<file path="config.mk">
export PLATFORM = sky130hd
export DESIGN_NAME = ramp_start_ctrl
export DESIGN_NICKNAME = d
export VERILOG_FILES = /design/src/rtl/ramp_pkg.sv /design/src/rtl/ramp_tick_gen.sv /design/src/rtl/ramp_start_ctrl.sv
export SDC_FILE = /design/constraint.sdc
export NUM_CORES = 1
export LEC_CHECK = 0
export CORE_MARGIN = 8
export CORE_UTILIZATION = 50
export DETAILED_ROUTE_END_ITERATION = 12
export HOLD_SLACK_MARGIN = 0.15
export MAX_ROUTING_LAYER = met4
export PLACE_DENSITY = 0.77
export REMOVE_ABC_BUFFERS = 1
export SYNTH_ARGS = -nofsm -noshare
export SYNTH_HDL_FRONTEND = slang
export SYNTH_SLANG_ARGS = --single-unit
</file>
<file path="constraint.sdc">
create_clock -name clk -period 2.2 [get_ports clk]
set_input_delay 0.44 -clock clk [delete_from_list [all_inputs] [get_ports clk]]
set_output_delay 0.44 -clock clk [all_outputs]
set_load 0.005 [all_outputs]
</file>
<file path="src/rtl/ramp_pkg.sv">
// Shared types and default parameter values for the staged ramp start controller.
package ramp_pkg;

    typedef enum logic [1:0] {
        ST_IDLE      = 2'd0,
        ST_RAMP_UP   = 2'd1,
        ST_RUN       = 2'd2,
        ST_RAMP_DOWN = 2'd3
    } ramp_state_e;

    localparam int unsigned CLK_DIV_DEF    = 4;
    localparam int unsigned N_STAGES_DEF   = 3;
    localparam int unsigned DWELL_FAST_DEF = 1;
    localparam int unsigned DWELL_SLOW_DEF = 4;

endpackage

</file>
<file path="src/rtl/ramp_tick_gen.sv">
// Dwell prescaler: down-counter that emits a one-cycle tick every CLK_DIV enabled clocks.
module ramp_tick_gen
    import ramp_pkg::*;
#(
    parameter int unsigned CLK_DIV = CLK_DIV_DEF
) (
    input  logic clk,
    input  logic rst_n,
    input  logic ena,
    input  logic clr,
    output logic tick
);

    localparam int unsigned CW = $clog2(CLK_DIV);
    localparam logic [CW-1:0] RELOAD = CW'(CLK_DIV - 1);

    logic [CW-1:0] cnt;

    // Clear reloads the full period so a new stage always gets CLK_DIV cycles per tick.
    always_ff @(posedge clk or negedge rst_n) begin
        if (!rst_n) begin
            cnt <= '0;
        end else if (clr) begin
            cnt <= RELOAD;
        end else if (ena) begin
            cnt <= (cnt == '0) ? RELOAD : cnt - CW'(1);
        end
    end

    assign tick = ena && (cnt == '0);

endmodule

</file>
<file path="src/rtl/ramp_start_ctrl.sv">
// Staged ramp-up / ramp-down start sequencer with per-stage dwell timing.
// Optional RAMP_PWM_EN adds a pwm output whose duty cycle is level/N_STAGES.
//
// state        | meaning
// -------------+-------------------------------------------------
// ST_IDLE      | level 0, waiting for go
// ST_RAMP_UP   | stepping level up once per dwell
// ST_RUN       | level N_STAGES, holding while go stays high
// ST_RAMP_DOWN | stepping level down once per dwell
module ramp_start_ctrl
    import ramp_pkg::*;
#(
    parameter int unsigned CLK_DIV    = CLK_DIV_DEF,
    parameter int unsigned N_STAGES   = N_STAGES_DEF,
    parameter int unsigned DWELL_FAST = DWELL_FAST_DEF,
    parameter int unsigned DWELL_SLOW = DWELL_SLOW_DEF
) (
    input  logic                          clk,
    input  logic                          rst_n,
    input  logic                          ena,
    input  logic                          go,
    input  logic                          fast,
    input  logic                          estop,
    output logic [N_STAGES-1:0]           stage,
    output logic [$clog2(N_STAGES+1)-1:0] level,
    output logic                          busy,
    output logic                          at_speed
`ifdef RAMP_PWM_EN
    ,
    output logic                          pwm
`endif
);

    localparam int unsigned LW   = $clog2(N_STAGES + 1);
    localparam int unsigned DMAX = (DWELL_FAST > DWELL_SLOW) ? DWELL_FAST : DWELL_SLOW;
    localparam int unsigned DW   = (DMAX < 2) ? 1 : $clog2(DMAX);

    localparam logic [LW-1:0] LVL_MAX   = LW'(N_STAGES);
    localparam logic [DW-1:0] LOAD_FAST = DW'(DWELL_FAST - 1);
    localparam logic [DW-1:0] LOAD_SLOW = DW'(DWELL_SLOW - 1);

    ramp_state_e          state_q, state_d;
    logic [LW-1:0]        level_q, level_d;
    logic [DW-1:0]        dwell_q, dwell_d;
    logic                 fast_q, fast_d;
    logic [N_STAGES-1:0]  stage_d;
    logic                 tick;
    logic                 expire;
    logic                 clr;

    ramp_tick_gen #(
        .CLK_DIV (CLK_DIV)
    ) u_tick (
        .clk   (clk),
        .rst_n (rst_n),
        .ena   (ena),
        .clr   (clr),
        .tick  (tick)
    );

    always_comb begin
        state_d = state_q;
        level_d = level_q;
        fast_d  = fast_q;
        expire  = tick && (dwell_q == '0);

        if (estop) begin
            state_d = ST_IDLE;
            level_d = '0;
        end else if (ena) begin
            case (state_q)
                ST_IDLE: begin
                    if (go) begin
                        state_d = ST_RAMP_UP;
                        level_d = LW'(1);
                        fast_d  = fast;
                    end
                end
                ST_RAMP_UP: begin
                    if (!go) begin
                        state_d = ST_RAMP_DOWN;
                    end else if (expire) begin
                        if (level_q >= LVL_MAX - LW'(1)) begin
                            level_d = LVL_MAX;
                            state_d = ST_RUN;
                        end else begin
                            level_d = level_q + LW'(1);
                        end
                    end
                end
                ST_RUN: begin
                    if (!go) begin
                        state_d = ST_RAMP_DOWN;
                    end
                end
                ST_RAMP_DOWN: begin
                    if (go) begin
                        state_d = ST_RAMP_UP;
                    end else if (expire) begin
                        if (level_q <= LW'(1)) begin
                            level_d = '0;
                            state_d = ST_IDLE;
                        end else begin
                            level_d = level_q - LW'(1);
                        end
                    end
                end
                default: begin
                    state_d = ST_IDLE;
                    level_d = '0;
                end
            endcase
        end

        // Any level or state change restarts both the prescaler and the dwell count.
        clr = estop || (state_d != state_q) || (level_d != level_q);

        if (clr) begin
            dwell_d = fast_d ? LOAD_FAST : LOAD_SLOW;
        end else if (tick && (dwell_q != '0)) begin
            dwell_d = dwell_q - DW'(1);
        end else begin
            dwell_d = dwell_q;
        end

        stage_d = '0;
        for (int unsigned k = 0; k < N_STAGES; k++) begin
            stage_d[k] = (32'(level_d) > k);
        end
    end

    always_ff @(posedge clk or negedge rst_n) begin
        if (!rst_n) begin
            state_q  <= ST_IDLE;
            level_q  <= '0;
            dwell_q  <= '0;
            fast_q   <= 1'b0;
            stage    <= '0;
            busy     <= 1'b0;
            at_speed <= 1'b0;
        end else begin
            state_q  <= state_d;
            level_q  <= level_d;
            dwell_q  <= dwell_d;
            fast_q   <= fast_d;
            stage    <= stage_d;
            busy     <= (state_d == ST_RAMP_UP) || (state_d == ST_RAMP_DOWN);
            at_speed <= (state_d == ST_RUN);
        end
    end

    assign level = level_q;

`ifdef RAMP_PWM_EN
    localparam int unsigned PW = $clog2(N_STAGES);

    logic [PW-1:0] pwm_cnt;

    // Period of N_STAGES clocks; high for the first level_d slots of each period.
    always_ff @(posedge clk or negedge rst_n) begin
        if (!rst_n) begin
            pwm_cnt <= '0;
            pwm     <= 1'b0;
        end else if (ena) begin
            pwm_cnt <= (pwm_cnt == PW'(N_STAGES - 1)) ? '0 : pwm_cnt + PW'(1);
            pwm     <= (32'(pwm_cnt) < 32'(level_d));
        end
    end
`endif

endmodule

</file>
==> results of run 1 <==
[kinds of logic after synthesis]
kind of cell | after synthesis | synth area share, %
AND/OR/NAND/NOR | 39 | 24.97
AO/OA/AOI/OAI | 19 | 18.17
buffers and inverters | 15 | 8.419
flip-flops | 13 | 38.40
multiplexers | 5 | 6.056
adder cells (fa/ha/maj) | 2 | 2.954
XOR/XNOR | 1 | 1.034
[layout make-up]
type	instances	share of cell area, %
inverters	10	3.511
flip-flops and latches	13	29.56
well taps	17	1.925
multi-input cells	66	43.04
repair buffers	24	19.59
clock buffers	4	2.378
[layout by cell type, fill, tap and decap left out, types with 2 or more instances in the layout]
cell	count
o21ai_0	2
nand3_1	4
nand2_1	9
nand2b_1	2
a21oi_1	4
clkbuf_4	3
a31oi_1	2
buf_4	11
nor2_1	8
dfrtp_1	12
or3_1	2
inv_1	9
nor3_1	2
nand3b_1	3
clkdlybuf4s50_1	11
a221oi_1	2
mux2i_1	3
[final timing paths]
kind	slack [ns]	cells after the start	to
min in group asynchronous	0.53	1	stage[1]
worst max register to register	0.12	6	dwell_q[0]
worst max-delay path	0.07	7	dwell_q[0]
worst min-delay path	0.51	1	fast_q
worst min register to register	0.51	1	fast_q
max in group asynchronous	1.28	1	level[1]
[metrics by stage]
stage	hold slack (ns)	setup TNS, ns	util [%]	std cells	setup slack, ns
detailed placement	0.5011	-0.5417	62.88	129	-0.1640
floorplan	0.1444	0	-	89	0.2975
finish	0.5122	0	66.89	134	0.06978
CTS	0.5177	0	64.47	133	0.1065
global route	0.5297	-0.04641	66.89	134	-0.03305
global placement	0.5013	-0.5528	62.88	129	-0.1240
[timing repair]
item,in CTS,in global routing
setup endpoints to repair,0,2
gates resized for setup,0,8
setup buffers,0,1
[cell usage after synthesis (2+ instances only)]
cell type,instances,area share (%)
nand3_1,4,2.4
o21ai_0,2,1.2
mux2i_1,4,4.7
nand3b_1,3,2.7
ha_1,2,3.0
nand2_1,9,4.0
dfrtp_1,13,38
inv_1,9,4.0
nor2_1,8,3.5
buf_2,2,1.2
nand2b_1,2,1.5
a21oi_1,4,2.4
a31oi_1,2,1.5
a221oi_1,2,2.1
nor3_1,2,1.2
or3_1,2,1.5
[metal layers]
layer	part of all wire, %	wire length (um)
met3	4.7	85
met2	48	857
met5	0	0
met1	47	845
met4	0.50	9
[state kept, by name (all words and copies together), names as in the netlist]
register    count
state_q         1
at_speed        1
busy            1
u_tick.cnt      2
fast_q          1
dwell_q         2
stage           3
level           2
[report_power, final]
part | switching [mW] | internal, mW | total, mW
logic | 0.0810 | 0.0878 | 0.169
clock network | 0.0658 | 0.0700 | 0.136
registers | 0.0148 | 0.263 | 0.277
[worst register-to-register path, cell delays in order (launching register included)]
cell and delay [ns]:
dfrtp_2 0.49, or3b_1 0.41, o22ai_2 0.13, a211oi_2 0.11
mux2i_2 0.18, a2111oi_4 0.45, mux2i_1 0.23
==> impl_metrics.py, run 1 <==
metrics = {
    "worst_hold_path": {
        "hp-start": "fast_q",
        "hp-class": "flop to flop",
    },
    "logic_synthesis": {
        "synth.avg_cell_area_sq_um": 9.011,
        "synth_seq_area_share_pct": 38.40,
        "yosysUniqueCellTypes": 40,
        "netlist_instances": 94,
        "syn_area_sq_um": 847.1,
        "ys_warn_count": 0,
        "yosys_register_bits": 13,
        "ys.flop_type": "dfrtp_1",
        "synthArstFlopShare_pct": 100.0,
        "synth-edff-count": 0,
    },
    "worst_setup_path": {
        "setup.worst_path.end_class": "flop",
        "critPathMaxStageDelay_ns": 0.53,
        "crit_required_ns": 2.38,
        "r2r-start": "level[1]",
        "worst-path-max-fanout": 4,
        "start_kind": "input port",
        "arrival_ns": 2.31,
        "critPathTopFamily": "compound AO/OA/AOI/OAI gates",
        "crit_type": "input port to flop",
        "cpMaxStageDelayCell": "clkdlybuf4s50_1",
        "cp_cell_sequence": "clkdlybuf4s50_1 > nand4_1 > o22ai_2 > a211oi_2 > mux2i_2 > a2111oi_4 > mux2i_1",
        "critPathLaunch": "ena",
        "path_buf_inv": 1,
    },
    "detailed_routing": {
        "vias_per_cell": 5.619,
        "ant_nets": 0,
        "via_count": 753,
        "drc_errors": 0,
        "drt-total-wl_um": 1797,
        "first_iter_violations": 14,
        "dr.pass1.iters": 4,
        "avgRoutedWirePerCell_um": 13.41,
    },
    "power": {
        "max-vdd-ir-drop_uv": 375.3,
        "total_power_uw": 582.1,
        "powerDensity_nw_per_um2": 526.9,
        "leakagePower_nw": 0.5237,
    },
    "finish": {
        "nets": 126,
        "area_growth_pct": 30.43,
        "seqCellArea_sq_um": 326.6,
        "multi_input_area_sq_um": 475.5,
        "drive_gt1_share_pct": 22.22,
        "stdcell_area_sq_um": 1105,
        "n_antenna_cell": 0,
        "nFillCells": 127,
    },
    "floorplanning": {
        "initial_utilization_pct": 51.29,
        "dieArea_sq_um": 3267,
        "ios": 13,
        "die_y_um": 57.16,
        "die_w_um": 57.16,
        "coreArea_sq_um": 1652,
        "row_count": 15,
    },
    "global_route": {
        "met2_usage_pct": 17.98,
        "grt.overflow.total": 0,
        "grtUsageMet1_pct": 13.27,
        "grt_usage_pct": 11.28,
        "use_met3_pct": 2.439,
        "grt_start_max_net_pins": 14,
        "busiest_layer": "met2",
        "grt_pass1_wl_um": 2973,
        "first_global_vias": 720,
        "antenna_found_initial": 0,
    },
    "run": {
        "cap_violations": 0,
    },
    "place": {
        "placed_cell_area_sq_um": 1039,
        "hpwl_um": 1409,
        "port_buffers": 12,
        "gp_congestion": 0.9341,
    },
    "timing": {
        "period_minus_slack_ns": 2.130,
        "max_freq_mhz": 469.4,
        "skew_ns": 0.002633,
        "fin_crit_sh_pct": 96.83,
        "slew_viol_final": 0,
        "finalHoldViolCount": 0,
        "setup_violations": 0,
        "timing.slew.headroom_pct": 63.42,
        "worst_pin_slew_ns": 0.5470,
    },
    "clock_network": {
        "clockBufferDepth": 2,
        "clock-sinks": 13,
        "root_buffer": "clkbuf_4",
        "clk_transition_reported_paths_ns": 0.07,
        "cts_tree": "done",
        "cts_buffers": 3,
        "cts_hold_buf": 0,
        "htree_levels": 1,
        "clk_latency_ns": 0.26,
    },
    "status": {
        "status": "finished clean",
    },
}
Note: power is estimated with default switching activity, not from simulation.
==> run 2: changes to the inputs <==
Settings changed: CTS_BUF_LIST from default to sky130_fd_sc_hd__clkbuf_2 sky130_fd_sc_hd__clkbuf_4 sky130_fd_sc_hd__clkbuf_8.
==> run 2 against run 1 <==
Net effect:
- utilization increased by 0.23 points
- first-iteration DRC count unchanged
- critical path depth unchanged
- die area unchanged
- global-route usage unchanged
- non-clock buffer count unchanged
- flip-flop and latch count unchanged
- count of clock-buffer cells in the layout unchanged
==> impl_metrics.py, run 2 (same netlist as run 1, synthesis figures left out) <==
metrics = {
    "finish": {
        "final_util_pct": 67.12,
        "multi_input_area_sq_um": 475.5,
        "n_antenna_cell": 0,
        "top_register": "stage",
        "nets": 126,
        "final_cell_mix": "dfrtp_1 (12), clkdlybuf4s50_1 (11), buf_4 (11)",
        "seqCellArea_sq_um": 326.6,
        "layout_commonest_cell": "dfrtp_1",
        "fin_cells": 134,
        "largest_reg_flops": 3,
        "nFillCells": 127,
        "stdcell_area_sq_um": 1109,
        "drive_gt1_share_pct": 23.08,
        "area_growth_pct": 30.87,
    },
    "detailed_routing": {
        "avgRoutedWirePerCell_um": 13.40,
        "met2_length_um": 851,
        "drc_errors": 0,
        "via_count": 760,
        "dr.pass1.iters": 4,
        "drt-total-wl_um": 1795,
        "m1WireLength_um": 842,
        "top_layer_used": "met4",
        "wl_met3_um": 91,
        "ant_nets": 0,
        "first_iter_violations": 14,
        "vias_per_cell": 5.672,
    },
    "power": {
        "max-vdd-ir-drop_uv": 375.3,
        "leakagePower_nw": 0.5271,
        "total_power_uw": 594.5,
        "powerDensity_nw_per_um2": 536.3,
    },
    "clock_network": {
        "root_buffer": "clkbuf_4",
        "cts_tree": "done",
        "clock-sinks": 13,
        "clk_transition_reported_paths_ns": 0.07,
        "cts_buffers": 3,
        "htree_levels": 1,
        "clk_latency_ns": 0.26,
        "clockBufferDepth": 2,
    },
    "worst_setup_path": {
        "start_kind": "input port",
        "arrival_ns": 2.32,
        "crit_required_ns": 2.38,
        "cp_cell_sequence": "clkdlybuf4s50_1 > nand4_1 > o22ai_2 > a211oi_2 > mux2i_2 > a2111oi_4 > mux2i_1",
        "worst-path-max-fanout": 4,
        "crit_type": "input port to flop",
        "cpMaxStageDelayCell": "clkdlybuf4s50_1",
        "setup.worst_path.end_class": "flop",
        "critPathMaxStageDelay_ns": 0.53,
    },
    "place": {
        "hpwl_um": 1409,
        "port_buffers": 12,
        "dpl.cell_count": 129,
        "gp_congestion": 0.9341,
        "placed_cell_area_sq_um": 1039,
        "place_ws_ns": -0.1640,
    },
    "timing": {
        "max_freq_mhz": 469.1,
        "finalHoldViolCount": 0,
        "worst_pin_slew_ns": 0.5470,
        "period_minus_slack_ns": 2.132,
        "setup_violations": 0,
        "worst_hold_slack_ns": 0.5122,
        "timing.slew.headroom_pct": 63.42,
        "slew_viol_final": 0,
        "finalSetupTns_ns": 0,
        "fin_ws_ns": 0.06825,
        "skew_ns": 0.002440,
        "fin_crit_sh_pct": 96.90,
    },
    "floorplanning": {
        "die_y_um": 57.16,
        "coreArea_sq_um": 1652,
        "initial_utilization_pct": 51.29,
        "row_count": 15,
        "ios": 13,
        "dieArea_sq_um": 3267,
        "die_w_um": 57.16,
    },
    "status": {
        "status": "finished clean",
    },
    "worst_hold_path": {
        "hp-class": "flop to flop",
    },
    "global_route": {
        "grt.overflow.total": 0,
        "antenna_found_initial": 0,
        "grt_usage_pct": 11.28,
        "grt_pass1_wl_um": 2973,
        "grt_start_max_net_pins": 14,
        "first_global_vias": 720,
    },
    "run": {
        "cap_violations": 0,
    },
}
## run 2: final cells by class
type | count | share of cell area, %
clock buffer | 4 | 2.709
inverter | 10 | 3.499
multi-input combinational | 66 | 42.89
sequential | 13 | 29.46
tap | 17 | 1.919
timing repair buffer | 24 | 19.53
## run 2: power by group
group	internal [mW]	switching, mW	total, mW
sequential	0.263	0.0148	0.277
combinational	0.0878	0.0810	0.169
clock	0.0823	0.0659	0.148
total	0.433	0.162	0.595
## run 2: critical path: cells and delay by family
family	cells	cell delay [ns]
AO/OA/AOI/OAI	3	0.72
multiplexers	2	0.41
AND/OR/NAND/NOR	1	0.20
buffers and inverters	1	0.53
## run 2: metal layers
| layer | global-route usage (%) | vias up |
|---|---|---|
| li1 | - | 379 |
| met1 | 13.27 | 359 |
| met2 | 17.98 | 20 |
| met5 | - | - |
| met4 | 5.034 | 0 |
| met3 | 2.439 | 2 |
## run 2: worst paths after layout
check                         start         end  slack [ns]  cells past startpoint
max in group asynchronous     rst_n    level[1]        1.28                      1
setup reg to reg           level[1]  dwell_q[0]        0.12                      6
hold reg to reg              fast_q      fast_q        0.51                      1
min in group asynchronous     rst_n    stage[1]        0.53                      1
hold / removal               fast_q      fast_q        0.51                      1
setup / recovery                ena  dwell_q[0]        0.07                      7
## run 2: repair_timing
item,CTS,global route
hold buffers,0,0
endpoints found under the setup margin,0,2
setup buffers,0,1
gates resized for setup,0,8
==> run 3: changes to the inputs <==
Settings changed: CORE_UTILIZATION 50 to 54, PLACE_DENSITY 0.77 to 0.82.
==> run 3 against run 2 <==
Net effect:
- combinational power up 12%
- flip-flop and latch count unchanged
- non-clock buffer count is 1 higher
- sequential power rose by 1%
- largest power group unchanged
- highest routed layer unchanged
- critical endpoint is now u_tick.cnt[1]
==> impl_metrics.py, run 3 (same netlist as run 1, synthesis figures left out) <==
metrics = {
    "status": {
        "status": "finished clean",
    },
    "power": {
        "p_int_uw": 444.3,
        "p_comb_share_pct": 30.1,
        "total_power_uw": 630.2,
        "sw_frac_of_total_pct": 29.51,
        "powerDensity_nw_per_um2": 560.3,
        "p_seq_share_pct": 44.5,
        "max-vdd-ir-drop_uv": 620.0,
        "leakagePower_nw": 0.5408,
        "p_clk_share_pct": 25.3,
        "switchingPower_uw": 186.0,
    },
    "global_route": {
        "grt_pass1_wl_um": 3581,
        "grt.overflow.total": 0,
        "grt_start_max_net_pins": 14,
        "antenna_found_initial": 0,
        "grt_usage_pct": 14.12,
        "first_global_vias": 778,
    },
    "timing": {
        "fin_ws_ns": 0.02366,
        "slew_viol_final": 0,
        "fin_crit_sh_pct": 98.92,
        "timing.slew.headroom_pct": 63.26,
        "setup_violations": 0,
        "skew_ns": 0.005819,
        "period_minus_slack_ns": 2.176,
        "worst_pin_slew_ns": 0.5494,
        "max_freq_mhz": 459.5,
        "finalHoldViolCount": 0,
    },
    "place": {
        "hpwl_um": 1447,
        "place_ws_ns": -0.1805,
        "port_buffers": 12,
        "dpl.cell_count": 128,
        "gp_congestion": 0.8283,
    },
    "run": {
        "cap_violations": 0,
    },
    "finish": {
        "nets": 127,
        "fin_cells": 134,
        "area_growth_pct": 32.79,
        "top_register": "stage",
        "largest_reg_flops": 3,
        "n_antenna_cell": 0,
        "drive_gt1_share_pct": 24.58,
        "final_util_pct": 75.55,
        "layout_commonest_cell": "dfrtp_1",
        "final_cell_mix": "dfrtp_1 (13), buf_4 (12), clkdlybuf4s50_1 (10)",
    },
    "clock_network": {
        "clock-sinks": 13,
        "cts_hold_buf": 0,
        "clk_latency_ns": 0.27,
        "htree_levels": 1,
        "cts_buffers": 3,
        "clockBufferDepth": 2,
        "cts_tree": "done",
        "clk_transition_reported_paths_ns": 0.08,
        "root_buffer": "clkbuf_4",
    },
    "detailed_routing": {
        "drc_errors": 0,
        "first_iter_violations": 30,
        "vias_per_cell": 5.784,
        "dr.pass1.iters": 4,
        "ant_nets": 0,
        "via_count": 775,
        "avgRoutedWirePerCell_um": 15.73,
        "drt-total-wl_um": 2108,
    },
    "worst_setup_path": {
        "worst-path-max-fanout": 6,
        "reg2reg_slack_ns": 0.02,
        "r2r-start": "u_tick.cnt[1]",
        "rr_worst_depth": 9,
        "start_kind": "flop",
        "r2r-end": "u_tick.cnt[1]",
        "crit_required_ns": 2.35,
        "setup.worst_path.end_class": "flop",
        "arrival_ns": 2.33,
        "crit_type": "flop to flop",
    },
    "floorplanning": {
        "dieArea_sq_um": 3092,
        "coreArea_sq_um": 1489,
        "initial_utilization_pct": 56.89,
        "ios": 13,
        "row_count": 14,
        "die_y_um": 55.61,
        "die_w_um": 55.61,
    },
    "worst_hold_path": {
        "hp-class": "input port to asynchronous set/reset pin",
    },
}
-- run 3: changes by cell type in the layout (fill, tap and decap cells not counted), sizes merged --
cell           before  now
dlymetal6s2s        1    2
buf                12   13
clkdlybuf4s50      11   10
-- run 3: layout make-up --
cell class	instances	area (sq um)
Multi-Input combinational cell	66	484.2
Fill cell	112	364.1
Sequential cell	13	325.3
Timing Repair Buffer	25	226.5
Inverter	10	38.79
Clock buffer	4	30.03
Tap cell	16	20.02
-- run 3: repair_timing --
item                                   in CTS  in global routing
setup buffers                               0                  2
endpoints found under the hold margin       0                  0
resized for setup                           0                 11
setup endpoints to repair                   0                  3
-- run 3: metrics by stage --
stage	instance area [sq um]	hold slack [ns]	TNS, ns
after global placement	1037	0.4984	-0.4203
after detailed placement	1037	0.5159	-0.5709
after floorplan	814.5	0.1444	0
after CTS	1067	0.5335	0
final	1125	0.5150	0
after global routing	1125	0.5739	-0.2207
-- run 3: how the worst max path moves through the flow --
stage / startpoint / end / slack (ns)
floorplan: u_tick.cnt[0] / dwell_q[0] / 0.30
global placement: go / dwell_q[1] / -0.13
detailed placement: go / dwell_q[1] / -0.18
CTS: go / dwell_q[0] / 0.08
global route: u_tick.cnt[1] / u_tick.cnt[1] / -0.10
finish: u_tick.cnt[1] / u_tick.cnt[1] / 0.02
-- run 3: critical path, cell delays in order (launching register included) --
cell	delay [ns]
dfrtp_1	0.40
inv_1	0.10
ha_4	0.17
nand3_2	0.09
mux2i_1	0.14
a211oi_2	0.33
mux2i_2	0.14
a2111oi_4	0.43
buf_4	0.19
nand2_1	0.06
-- run 3: per-layer routing --
layer	track usage, %	part of all wire (%)
met4	7.394	2.0
met1	17.58	42
met5	-	0
met2	21.31	51
met3	2.283	4.6
-- run 3: power groups by stage --
stage | clock network [mW] | logic (mW) | registers [mW]
finish | 0.160 | 0.190 | 0.281
global route | 0.169 | 0.212 | 0.284
global placement | 0 | 0.149 | 0.282
floorplan | 0 | 0.0938 | 0.281
CTS | 0.164 | 0.161 | 0.279
detailed placement | 0 | 0.157 | 0.283
